==> src/rtl/scan_chain_driver.sv <==
// rtl/scan_chain_driver.sv - two-phase scan chain master: serial shift-in with load, capture with shift-out
module scan_chain_driver #(
    parameter int IN_LEN  = 188,
    parameter int OUT_LEN = 50,
    parameter int PH_CYC  = 1
) (
    input  logic               clk_signal_ext,
    input  logic               rst,
    input  logic               start_in,
    input  logic [IN_LEN-1:0]  din,
    input  logic               start_out,
    output logic               busy,
    output logic               done,
    output logic [OUT_LEN-1:0] dout,
    output logic               phi,
    output logic               phib,
    output logic               scan_i0o1,
    output logic               load,
    output logic               scan_in,
    input  logic               scan_out
);

    localparam int MAXL = (IN_LEN > OUT_LEN) ? IN_LEN : OUT_LEN;
    localparam int BW   = (MAXL > 1) ? $clog2(MAXL) : 1;
    localparam int TW   = (PH_CYC > 1) ? $clog2(PH_CYC) : 1;
    localparam logic [BW-1:0] IN_LAST  = BW'(IN_LEN - 1);
    localparam logic [BW-1:0] OUT_LAST = BW'(OUT_LEN - 1);
    localparam logic [TW-1:0] T_LAST   = TW'(PH_CYC - 1);

    typedef enum logic [2:0] {
        IDLE, SI_BIT, SI_LD_H, SI_LD_L, CAP, SO_BIT, FIN
    } state_t;

    state_t             r_state;
    logic [2:0]         r_step;
    logic [TW-1:0]      r_timer;
    logic [BW-1:0]      r_bit;
    logic [IN_LEN-1:0]  r_shreg;
    logic [OUT_LEN-1:0] r_cap;
    logic [OUT_LEN-1:0] r_dout;
    logic               r_busy, r_done, r_phi, r_phib, r_sio, r_load, r_scan_in;
    logic               w_step_end;

    assign w_step_end = (r_timer == T_LAST);

    assign busy      = r_busy;
    assign done      = r_done;
    assign dout      = r_dout;
    assign phi       = r_phi;
    assign phib      = r_phib;
    assign scan_i0o1 = r_sio;
    assign load      = r_load;
    assign scan_in   = r_scan_in;

    // Sequencer: each step lasts PH_CYC cycles; outputs for a step are registered on entry to it
    always_ff @(posedge clk_signal_ext or posedge rst) begin
        if (rst) begin
            r_state   <= IDLE;
            r_step    <= 3'd0;
            r_timer   <= '0;
            r_bit     <= '0;
            r_shreg   <= '0;
            r_cap     <= '0;
            r_dout    <= '0;
            r_busy    <= 1'b0;
            r_done    <= 1'b0;
            r_phi     <= 1'b0;
            r_phib    <= 1'b0;
            r_sio     <= 1'b0;
            r_load    <= 1'b0;
            r_scan_in <= 1'b0;
        end else begin
            if (r_state == IDLE || r_state == FIN || w_step_end)
                r_timer <= '0;
            else
                r_timer <= r_timer + 1'b1;

            case (r_state)
                IDLE: begin
                    if (start_in) begin
                        r_shreg   <= din;
                        r_scan_in <= din[IN_LEN-1];
                        r_state   <= SI_BIT;
                        r_step    <= 3'd0;
                        r_bit     <= '0;
                        r_busy    <= 1'b1;
                    end else if (start_out) begin
                        r_scan_in <= 1'b0;
                        r_sio     <= 1'b1;
                        r_state   <= CAP;
                        r_step    <= 3'd0;
                        r_bit     <= '0;
                        r_busy    <= 1'b1;
                    end
                end
                SI_BIT, SO_BIT: begin
                    if (w_step_end) begin
                        case (r_step)
                            3'd0: begin
                                // chip data is settled by the end of S0, just before phi rises
                                if (r_state == SO_BIT)
                                    r_cap <= {r_cap[OUT_LEN-2:0], scan_out};
                                r_phi  <= 1'b1;
                                r_step <= 3'd1;
                            end
                            3'd1: begin
                                r_phi  <= 1'b0;
                                r_step <= 3'd2;
                            end
                            3'd2: begin
                                r_phib <= 1'b1;
                                r_step <= 3'd3;
                            end
                            3'd3: begin
                                r_phib <= 1'b0;
                                r_step <= 3'd4;
                            end
                            default: begin
                                if (r_state == SI_BIT) begin
                                    r_shreg <= r_shreg << 1;
                                    if (r_bit == IN_LAST) begin
                                        r_load  <= 1'b1;
                                        r_state <= SI_LD_H;
                                    end else begin
                                        r_scan_in <= r_shreg[IN_LEN-2];
                                        r_bit     <= r_bit + 1'b1;
                                        r_step    <= 3'd0;
                                    end
                                end else begin
                                    if (r_bit == OUT_LAST) begin
                                        r_dout  <= r_cap;
                                        r_done  <= 1'b1;
                                        r_busy  <= 1'b0;
                                        r_state <= FIN;
                                    end else begin
                                        r_bit  <= r_bit + 1'b1;
                                        r_step <= 3'd0;
                                    end
                                end
                            end
                        endcase
                    end
                end
                SI_LD_H: begin
                    if (w_step_end) begin
                        r_load  <= 1'b0;
                        r_state <= SI_LD_L;
                    end
                end
                SI_LD_L: begin
                    if (w_step_end) begin
                        r_done  <= 1'b1;
                        r_busy  <= 1'b0;
                        r_state <= FIN;
                    end
                end
                CAP: begin
                    if (w_step_end) begin
                        case (r_step)
                            3'd0: begin r_phi  <= 1'b1; r_step <= 3'd1; end
                            3'd1: begin r_phi  <= 1'b0; r_step <= 3'd2; end
                            3'd2: begin r_phib <= 1'b1; r_step <= 3'd3; end
                            3'd3: begin r_phib <= 1'b0; r_step <= 3'd4; end
                            3'd4: begin r_sio  <= 1'b0; r_step <= 3'd5; end
                            default: begin
                                r_state <= SO_BIT;
                                r_step  <= 3'd0;
                                r_bit   <= '0;
                            end
                        endcase
                    end
                end
                FIN: begin
                    r_done  <= 1'b0;
                    r_state <= IDLE;
                end
                default: r_state <= IDLE;
            endcase
        end
    end

endmodule

==> config.mk <==
export PLATFORM = sky130hd
export DESIGN_NAME = scan_chain_driver
export DESIGN_NICKNAME = d
export VERILOG_FILES = /design/src/rtl/scan_chain_driver.sv
export SDC_FILE = /design/constraint.sdc
export NUM_CORES = 1
export LEC_CHECK = 0
export BUFFER_PORTS_ARGS = -buffer_cell sky130_fd_sc_hd__buf_2
export CORE_MARGIN = 4
export CORE_UTILIZATION = 50
export DETAILED_ROUTE_END_ITERATION = 7
export PLACE_DENSITY_LB_ADDON = 0.1
export SLEW_MARGIN = 20
export SYNTH_ARGS = -nofsm -noshare
export SYNTH_HDL_FRONTEND = slang
export SYNTH_SLANG_ARGS = --single-unit
==> constraint.sdc <==
create_clock -name clk_signal_ext -period 8.5 [get_ports clk_signal_ext]
set_input_delay 0 -clock clk_signal_ext [delete_from_list [all_inputs] [get_ports clk_signal_ext]]
set_output_delay 0 -clock clk_signal_ext [all_outputs]
set_load 0.02 [all_outputs]
==> results of run 1 <==
-- cells in the final DEF (no fill, tap or decap), drive strengths merged, types with 2 or more instances in the layout --
master       synthesis  routed
nand2b               3       3
dfrtp              309     309
clkinv               0       6
a221oi               2       2
a31oi              190     190
and4bb               2       2
or3                  2       2
nor3                 4       4
and2                 2       2
and3                 3       3
mux2i                2       2
ha                   2       2
nand4                4       4
o21ai               24      24
o41ai                2       2
nor2               202     202
o31ai                5       5
a21oi               10      10
inv                  6       8
mux2               100     100
clkbuf              47      54
buf                 55     260
clkinvlp             0       2
nand2              389     389
diode                0       2
nor2b                3       3
dlygate4sd3          0     195
nand3                8       8
-- cell type report --
cell class | count | share of cell area, %
diodes | 2 | 0.0280
clock inverters | 10 | 0.358
clock buffers | 54 | 5.81
multi-input cells | 975 | 29.2
repair buffers | 455 | 18.8
flip-flops and latches | 309 | 43.3
well taps | 335 | 2.35
inverters | 6 | 0.147
-- per-stage QoR --
| stage | worst slack, ps | cells |
|---|---|---|
| final | 5170 | 2146 |
| after global routing | 4910 | 2146 |
| after CTS | 5190 | 2142 |
| after detailed placement | 5210 | 1883 |
| after global placement | 5360 | 1883 |
| after floorplan | 4390 | 1392 |
-- worst paths after layout --
| check | start | to | depth (start not counted) |
|---|---|---|---|
| worst max register to register | r_state[0]$_DFFE_PP0P_ | r_shreg[141]$_DFFE_PP0P_ | 7 |
| worst max-delay path | r_state[0]$_DFFE_PP0P_ | r_shreg[141]$_DFFE_PP0P_ | 7 |
| max in group asynchronous | rst | r_shreg[7]$_DFFE_PP0P_ | 6 |
| worst min-delay path | rst | r_shreg[28]$_DFFE_PP0P_ | 4 |
| min in group clk_signal_ext | scan_out | r_cap[0]$_DFFE_PP0P_ | 3 |
| worst min register to register | dout[17]$_DFFE_PP0P_ | dout[17]$_DFFE_PP0P_ | 1 |
-- state kept, by name, indices dropped and copies added, names as in the netlist --
register,count
busy,1
done,1
dout,50
load,1
phi,1
phib,1
r_bit,8
r_cap,50
r_shreg,187
r_state,3
r_step,3
r_timer,1
scan_i0o1,1
scan_in,1
-- cells in the mapped netlist, drive strengths merged, types with 2 or more instances --
cell type | instances | area (sq um)
mux2i | 2 | 20.0
a21oi | 10 | 50.1
nor3 | 4 | 25.0
and3 | 3 | 18.8
a221oi | 2 | 23.8
ha | 2 | 25.0
a31oi | 190 | 1190
o21ai | 24 | 120
and4bb | 2 | 32.5
and2 | 2 | 13.8
nor2 | 202 | 758
buf | 55 | 315
nand3 | 8 | 52.6
mux2 | 100 | 1130
or3 | 2 | 12.5
inv | 6 | 22.5
nand2b | 3 | 18.8
o31ai | 5 | 37.5
nand4 | 4 | 25.0
o41ai | 2 | 17.5
nor2b | 3 | 26.3
clkbuf | 47 | 176
nand2 | 389 | 1460
dfrtp | 309 | 7730
-- worst register-to-register path, delay by kind of cell, from the launching register on --
family	cells	cell delay [ps]
flops	1	780
mux	1	280
compound gates	1	230
simple gates	2	470
buf+inv	3	1460
-- metal layers --
metal | routed length (um) | vias up | share of wire [%]
met5 | 0 | - | 0
met2 | 16200 | 331 | 48
met1 | 14800 | 5509 | 44
met4 | 850 | 0 | 2.5
li1 | - | 5513 | -
met3 | 1890 | 71 | 5.6
-- kinds of logic after synthesis --
| kind of cell | synth area share [%] |
|---|---|
| simple gates | 18.5 |
| flops | 57.6 |
| compound gates | 11.4 |
| buf+inv | 3.83 |
| mux | 8.53 |
| fa+ha+maj | 0.186 |
| other cells | 0.0279 |
-- what timing repair did --
action | 4_1_cts | 5_1_grt
hold buffers | 195 | 0
hold endpoints to repair | 386 | 0
gates resized for setup | 0 | 0
buffers inserted | 0 | 0
-- power groups by stage --
stage / sequential (W) / clock (W) / combinational [W]
floorplan: 0.00218 / 0 / 0.00139
global placement: 0.00225 / 0 / 0.00163
detailed placement: 0.00227 / 0 / 0.00168
CTS: 0.00225 / 0.00147 / 0.00176
global route: 0.00232 / 0.00153 / 0.00203
finish: 0.00225 / 0.00143 / 0.00177
==> flow_summary.yaml, run 1 <==
power_and_ir_drop:
  power_leakage_nw: 8.59
  fin_total_pwr_w: 0.00545
  swShare_pct: 36.1
  seq_power_share_pct: 41.3
  clockPowerShare_pct: 26.2
  p_comb_share_pct: 32.4
  p_switching_w: 0.00197
  vdd_drop_max_mv: 0.215
  p_int_w: 0.00348
  power_density_nw_per_um2: 305
clock_tree:
  cts.clk_slew.worst_paths_ps: 60
  htreeDepth: 2
  cts_tree: "done"
  clock_sinks: 309
  cts_buffer_depth: 3
  cts-buffers-inserted: 35
  clk_latency_ps: 510
  clockRootBuffer: "clkbuf_16"
sta:
  setup_viol: 0
  rsz0062_at_grt: "no"
  final_hold_viol_count: 0
  final.min_clock_period_ps: 3330
  slew_viol_final: 0
  tightest_slew_ps: 1010
  clock_skew_ps: 21.0
  slew-limit-headroom_pct: 32.8
  fmax_ghz: 0.300
  fin_tns_setup_ps: 0
  hold_slack_ps: 135
  min_period_over_period_pct: 39.2
global_routing:
  use_met1_pct: 31.4
  grt_pass1_vias: 11400
  grt_max_degree: 261
  antenna_found_initial: 2
  grt_pass1_wl_um: 55300
  track_usage_pct: 22.6
  grtUsageMet2_pct: 36.6
  grt.busiest_layer: "met2"
  met3_usage_pct: 4.41
  grt-ovfl-total: 0
final_layout:
  n_fill_cell: 1994
  drive_gt1_share_pct: 20.4
  nets: 1977
  register_area_sq_um: 7730
  design_area_sq_um: 17800
  area_growth_pct: 32.8
  final_util_pct: 67.9
  multi_input_area_sq_um: 5210
synthesis:
  syn_nets: 1587
  avgSynthCellArea_sq_um: 9.65
  syn_area_sq_um: 13400
  ys.flop_type: "dfrtp_1"
  ys_ff_latch: 309
  yosys_warnings: 0
  async_flop_share_pct: 100
  ys_types: 49
  synth_cells: 1392
  synth_edf_count: 0
  synth_seq_area_share_pct: 57.6
die:
  die_x_um: 172
  die_h_um: 172
  die_area_sq_um: 29600
  ios: 250
  core_sq_um: 26300
  start_util_pct: 51.1
  row_count: 59
worst_setup_path:
  cp_common_cell: "buf_12"
  path_max_fanout: 260
  cp_slowest_cell: "dfrtp_1"
  critPathKind: "reg -> reg"
  r2r_slack_ps: 5170
  crit_buf_inv: 3
  cp.required_ps: 8900
  arrival_ps: 3740
  cp_top_family: "buffers and inverters"
  cp-end-kind: "flip-flop"
  cp-start-kind: "flip-flop"
  worstPathCellList: "mux2i_1 > nor3_4 > buf_4 > buf_12 > buf_12 > nor2_1 > a31oi_1"
  slowest_delay_ps: 780
outcome:
  status: "finished, final reports clean"
detailed_routing:
  via_per_inst: 5.32
  drt-pass1-iter-count: 5
  drt-total-wl_um: 33700
  vias: 11400
  routedWlPerCell_um: 15.7
  remaining_drc_errors: 0
  postRouteAntennaNets: 0
  first_iter_violations: 867
placed_design:
  hpwl_um: 19000
  place_area_sq_um: 14700
  io_buffers: 249
  gp_congestion: 0.770
min_path:
  hold_path_class: "in -> async"
job:
  drv_cap: 0
Power figures use the tool's default switching activity.
==> inputs of run 2 (changes only) <==
==> constraint.sdc (replaced) <==
create_clock -name clk_signal_ext -period 2.7 [get_ports clk_signal_ext]
set_input_delay 0 -clock clk_signal_ext [delete_from_list [all_inputs] [get_ports clk_signal_ext]]
set_output_delay 0 -clock clk_signal_ext [all_outputs]
set_load 0.02 [all_outputs]
==> run 2 against run 1 <==
  * Sequential share of layout area is 0.63 points lower
  * Largest power group unchanged
  * Routed wire length is 1.6% higher
  * First-iteration DRC count is 18% higher
  * Sequential power grew to 3.1 times the previous value
  * Clock power grew to 3.2 times the previous value
  * Critical path type unchanged
  * Maximum frequency is 44% higher
  * Die area stayed put
  * Via count is 1.9% higher
  * Critical endpoint is now scan_in$_DFFE_PP0P_
  * Utilization is 1.0 points higher
  * Non-clock buffer count is 17 higher
  * Power grew to 3.2 times the previous value
==> flow_summary.yaml, run 2 (synthesis results as in run 1) <==
worst_setup_path:
  endpoint: "scan_in$_DFFE_PP0P_"
  startpoint: "r_state[1]$_DFFE_PP0P_"
  cp-end-kind: "flip-flop"
  r2r_slack_ps: 380
  worstPathCellList: "inv_1 > nand2_8 > and3_1 > dlygate4sd3_1 > a21oi_1 > o21ai_0"
  cp_slowest_cell: "dfrtp_1"
  cp.required_ps: 3130
  cp-start-kind: "flip-flop"
  r2r-end: "scan_in$_DFFE_PP0P_"
  slowest_delay_ps: 680
  critPathKind: "reg -> reg"
  arrival_ps: 2750
  r2r_cells: 6
  r2r-start: "r_state[1]$_DFFE_PP0P_"
  path_max_fanout: 49
sta:
  clock_skew_ps: 15.6
  fin_tns_setup_ps: 0
  slew-limit-headroom_pct: 54.2
  setup_viol: 0
  tightest_slew_ps: 687
  min_period_over_period_pct: 85.9
  slew_viol_final: 0
  final_hold_viol_count: 0
  fmax_ghz: 0.431
  final.min_clock_period_ps: 2320
  rsz0062_at_grt: "no"
  setup_slack_ps: 381
clock_tree:
  cts_tree: "done"
  clk_latency_ps: 500
  cts-buffers-inserted: 35
  htreeDepth: 2
  post_cts_buffers: 0
  cts_buffer_depth: 3
  clockRootBuffer: "clkbuf_16"
  cts.clk_slew.worst_paths_ps: 60
  clock_sinks: 309
placed_design:
  place_area_sq_um: 15000
  gp_congestion: 0.795
  io_buffers: 249
  hpwl_um: 20300
  pre_cts_slack_ps: 509
die:
  die_area_sq_um: 29600
  start_util_pct: 51.1
  ios: 250
  die_x_um: 172
  core_sq_um: 26300
  row_count: 59
  die_h_um: 172
detailed_routing:
  routedWlPerCell_um: 15.8
  first_iter_violations: 1022
  remaining_drc_errors: 0
  postRouteAntennaNets: 0
  drt-pass1-iter-count: 5
  drt-total-wl_um: 34200
  via_per_inst: 5.39
  vias: 11600
final_layout:
  drive_gt1_share_pct: 21.2
  largest_reg_flops: 187
  area_growth_pct: 34.8
  regMostFlops: "r_shreg"
  design_area_sq_um: 18100
  layout_common_cells: "nand2_1 (388), dfrtp_1 (309), buf_2 (249)"
  final_common_cell: "nand2_1"
  nets: 1994
global_routing:
  grt_pass1_wl_um: 56000
  track_usage_pct: 22.8
  antenna_found_initial: 1
  grt_pass1_vias: 11400
  grt_max_degree: 153
  grt-ovfl-total: 0
power_and_ir_drop:
  power_density_nw_per_um2: 968
  vdd_drop_max_mv: 0.805
  fin_total_pwr_w: 0.0175
  power_leakage_nw: 8.73
job:
  drv_cap: 0
min_path:
  hold_path_class: "in -> async"
outcome:
  status: "finished, final reports clean"
[run 2: cell type report]
cell class | instances | area [sq um]
diodes | 1 | 2.50
clock buffers | 53 | 1050
clock inverters | 9 | 85.1
fillers | 1972 | 8170
inverters | 6 | 26.3
multi-input cells | 975 | 5220
flip-flops and latches | 309 | 7730
well taps | 335 | 419
repair buffers | 472 | 3570
[run 2: how the worst min path moves through the flow]
stage	startpoint	to	depth (start not counted)
5_1_grt	rst	r_shreg[31]$_DFFE_PP0P_	3
3_3_place_gp	rst	r_shreg[31]$_DFFE_PP0P_	2
3_5_place_dp	rst	r_shreg[32]$_DFFE_PP0P_	2
2_1_floorplan	scan_out	r_cap[0]$_DFFE_PP0P_	1
4_1_cts	rst	r_shreg[8]$_DFFE_PP0P_	3
6_report	rst	r_shreg[30]$_DFFE_PP0P_	3
[run 2: through the flow]
step | cells | utilization [%] | hold WS, ps
floorplan | 1392 | - | 132
global placement | 1902 | 57.1 | 59.9
detailed placement | 1902 | 57.1 | 69.4
CTS | 2159 | 68.9 | 92.1
global route | 2160 | 68.9 | 127
finish | 2160 | 68.9 | 84.6
[run 2: power by group]
part,total [W],switching (W),internal (W)
registers,0.00701,0.000852,0.00615
logic,0.00589,0.00358,0.00231
clock network,0.00463,0.00183,0.00279
[run 2: critical path, delay by kind of cell, from the launching register on]
kind            cells  cell delay [ps]
flops               1              680
buf+inv             2              800
compound gates      2              200
simple gates        2              560
[run 2: routing by layer]
metal | up-vias | part of all wire (%) | track usage (%)
met3 | 91 | 6.2 | 3.98
met5 | - | 0 | 0
met4 | 0 | 3.3 | 8.41
met2 | 405 | 47 | 36.3
li1 | 5546 | - | -
met1 | 5600 | 44 | 31.8
[run 2: repair_timing]
item / 4_1_cts / 5_1_grt
endpoints found under the setup margin: 0 / 1
hold buffers: 195 / 0
gates resized for setup: 0 / 1
hold endpoints to repair: 251 / 0
==> inputs of run 3 (changes only) <==
--- a/config.mk
+++ b/config.mk
@@ -6,8 +6,11 @@
 export NUM_CORES = 1
 export LEC_CHECK = 0
 export BUFFER_PORTS_ARGS = -buffer_cell sky130_fd_sc_hd__buf_2
+export CELL_PAD_IN_SITES_DETAIL_PLACEMENT = 0
+export CELL_PAD_IN_SITES_GLOBAL_PLACEMENT = 1
 export CORE_MARGIN = 4
-export CORE_UTILIZATION = 50
+export CORE_UTILIZATION = 46
+export CTS_CLUSTER_SIZE = 30
 export DETAILED_ROUTE_END_ITERATION = 7
 export PLACE_DENSITY_LB_ADDON = 0.1
 export SLEW_MARGIN = 20
==> constraint.sdc (replaced) <==
create_clock -name clk_signal_ext -period 2.9 [get_ports clk_signal_ext]
set_input_delay 0 -clock clk_signal_ext [delete_from_list [all_inputs] [get_ports clk_signal_ext]]
set_output_delay 0 -clock clk_signal_ext [all_outputs]
set_load 0.02 [all_outputs]
==> run 3 against run 2 <==
  * Clock power is 6.5% lower
  * Utilization is 6.2 points lower
  * Non-clock buffer count is 10 lower
  * Power shrank 7.5%
  * Via count decreased by 3.2%
  * Sequential share of layout area rose by 0.16 points
  * Routed wire length decreased by 4.0%
  * Highest routed layer unchanged
  * Critical path depth shrank 2
  * First-iteration DRC count is 27% lower
  * Largest power group unchanged
  * Maximum frequency decreased by 4.8%
  * Sequential power shrank 6.7%
==> flow_summary.yaml, run 3 (synthesis results as in run 1) <==
die:
  start_util_pct: 46.7
  die_area_sq_um: 32000
  die_h_um: 179
  row_count: 62
  die_x_um: 179
  core_sq_um: 28800
  ios: 250
sta:
  clock_skew_ps: 14.1
  slew_viol_final: 0
  fmax_ghz: 0.411
  final_hold_viol_count: 0
  final.min_clock_period_ps: 2440
  slew-limit-headroom_pct: 35.4
  min_period_over_period_pct: 84.0
  hold_slack_ps: 74.4
  setup_viol: 0
  rsz0062_at_grt: "no"
  tightest_slew_ps: 969
power_and_ir_drop:
  p_int_w: 0.0104
  p_comb_share_pct: 33.0
  swShare_pct: 35.8
  vdd_drop_max_mv: 0.657
  fin_total_pwr_w: 0.0162
  p_switching_w: 0.00580
  power_leakage_nw: 8.65
  power_density_nw_per_um2: 899
  seq_power_share_pct: 40.3
  clockPowerShare_pct: 26.7
global_routing:
  grt_pass1_vias: 11000
  track_usage_pct: 20.3
  grt_pass1_wl_um: 54000
  grt_max_degree: 191
  grt-ovfl-total: 0
  antenna_found_initial: 1
final_layout:
  regMostFlops: "r_shreg"
  multi_input_area_sq_um: 5210
  largest_reg_flops: 187
  final_common_cell: "nand2_1"
  drive_gt1_share_pct: 20.8
  n_fill_cell: 2426
  nets: 1984
  register_area_sq_um: 7730
  layout_common_cells: "nand2_1 (388), dfrtp_1 (309), buf_2 (249)"
  area_growth_pct: 34.3
detailed_routing:
  vias: 11300
  remaining_drc_errors: 0
  via_per_inst: 5.13
  m1WireLength_um: 15500
  top_layer_used: "met4"
  postRouteAntennaNets: 0
  route.met2.wl_um: 14800
  drt-total-wl_um: 32900
  met3_length_um: 2000
  routedWlPerCell_um: 14.9
  first_iter_violations: 744
  drt-pass1-iter-count: 6
placed_design:
  io_buffers: 249
  hpwl_um: 19900
  gp_congestion: 0.818
clock_tree:
  htreeDepth: 2
  cts_tree: "done"
  ctsResizeCount: 0
  clock_sinks: 309
  cts.clk_slew.worst_paths_ps: 60
  cts-buffers-inserted: 35
  cts_buffer_depth: 3
  clk_latency_ps: 520
  postCtsHoldBufs: 194
  clockRootBuffer: "clkbuf_16"
  post_cts_buffers: 0
worst_setup_path:
  cp_top_family: "simple AND/OR/NAND/NOR gates"
  cp-end-kind: "flip-flop"
  r2r_slack_ps: 460
  cp-start-kind: "flip-flop"
  cp_slowest_cell: "dfrtp_1"
  arrival_ps: 2820
  slowest_delay_ps: 580
  r2r_cells: 4
  startpoint: "r_state[1]$_DFFE_PP0P_"
  path_max_fanout: 50
  worstPathCellList: "nor2b_4 > and2_2 > nand3_4 > mux2_1"
  cp.required_ps: 3290
  r2r-start: "r_state[1]$_DFFE_PP0P_"
  crit_buf_inv: 0
  r2r-end: "dout[9]$_DFFE_PP0P_"
  critPathKind: "reg -> reg"
min_path:
  hold_path_class: "in -> async"
job:
  drv_cap: 0
outcome:
  status: "finished, final reports clean"
run 3: changes by cell type in the layout (fill, tap and decap cells not counted):
cell | previous run | this run
nand2_4 | 0 | 1
dlygate4sd3_1 | 195 | 194
clkbuf_1 | 7 | 6
buf_12 | 13 | 10
diode_2 | 1 | 3
clkinvlp_4 | 1 | 2
nand2_8 | 1 | 0
clkbuf_8 | 11 | 10
buf_4 | 15 | 9
run 3: worst max path at each step:
| stage | end | slack (ps) | cells past startpoint |
|---|---|---|---|
| 3_3_place_gp | dout[21]$_DFFE_PP0P_ | 530 | 4 |
| 4_1_cts | dout[5]$_DFFE_PP0P_ | 460 | 4 |
| 6_report | dout[9]$_DFFE_PP0P_ | 460 | 4 |
| 3_5_place_dp | dout[35]$_DFFE_PP0P_ | 490 | 4 |
| 2_1_floorplan | busy$_DFFE_PP0P_ | -1210 | 1 |
| 5_1_grt | dout[38]$_DFFE_PP0P_ | 340 | 4 |
run 3: power groups by stage:
stage                     registers (W)  clock network, W  logic [W]
after floorplan                 0.00638                 0    0.00408
after global placement          0.00653                 0    0.00510
after detailed placement        0.00659                 0    0.00518
after CTS                       0.00653           0.00444    0.00541
after global routing            0.00672           0.00463    0.00618
final                           0.00654           0.00433    0.00535
run 3: cell type report:
type	instances	area share [%]
inverter	6	0.146
tap	384	2.66
clock inverter	10	0.513
sequential	309	42.9
timing repair buffer	462	19.2
antenna	3	0.0416
clock buffer	51	5.74
multi-input combinational	975	28.9
run 3: worst reg2reg max path, delay by kind of cell (launching register included):
kind / cells / cell delay [ps]
flops: 1 / 580
mux: 1 / 630
simple gates: 3 / 1110
run 3: metrics by stage:
stage               area, sq um  worst slack [ps]  util [%]  std cells  setup TNS (ps)
floorplan                 13400             -1210         -       1392         -374800
CTS                       18000               458      62.7       2197               0
global placement          15000               529      52.0       1942               0
global route              18000               337      62.7       2198               0
detailed placement        15000               487      52.0       1942               0
finish                    18000               464      62.7       2200               0
run 3: metal layers:
metal / global-route usage [%] / vias to the layer above
li1: - / 5525
met1: 29.8 / 5399
met2: 31.3 / 306
met3: 4.01 / 45
met4: 4.70 / 0
met5: 0 / -
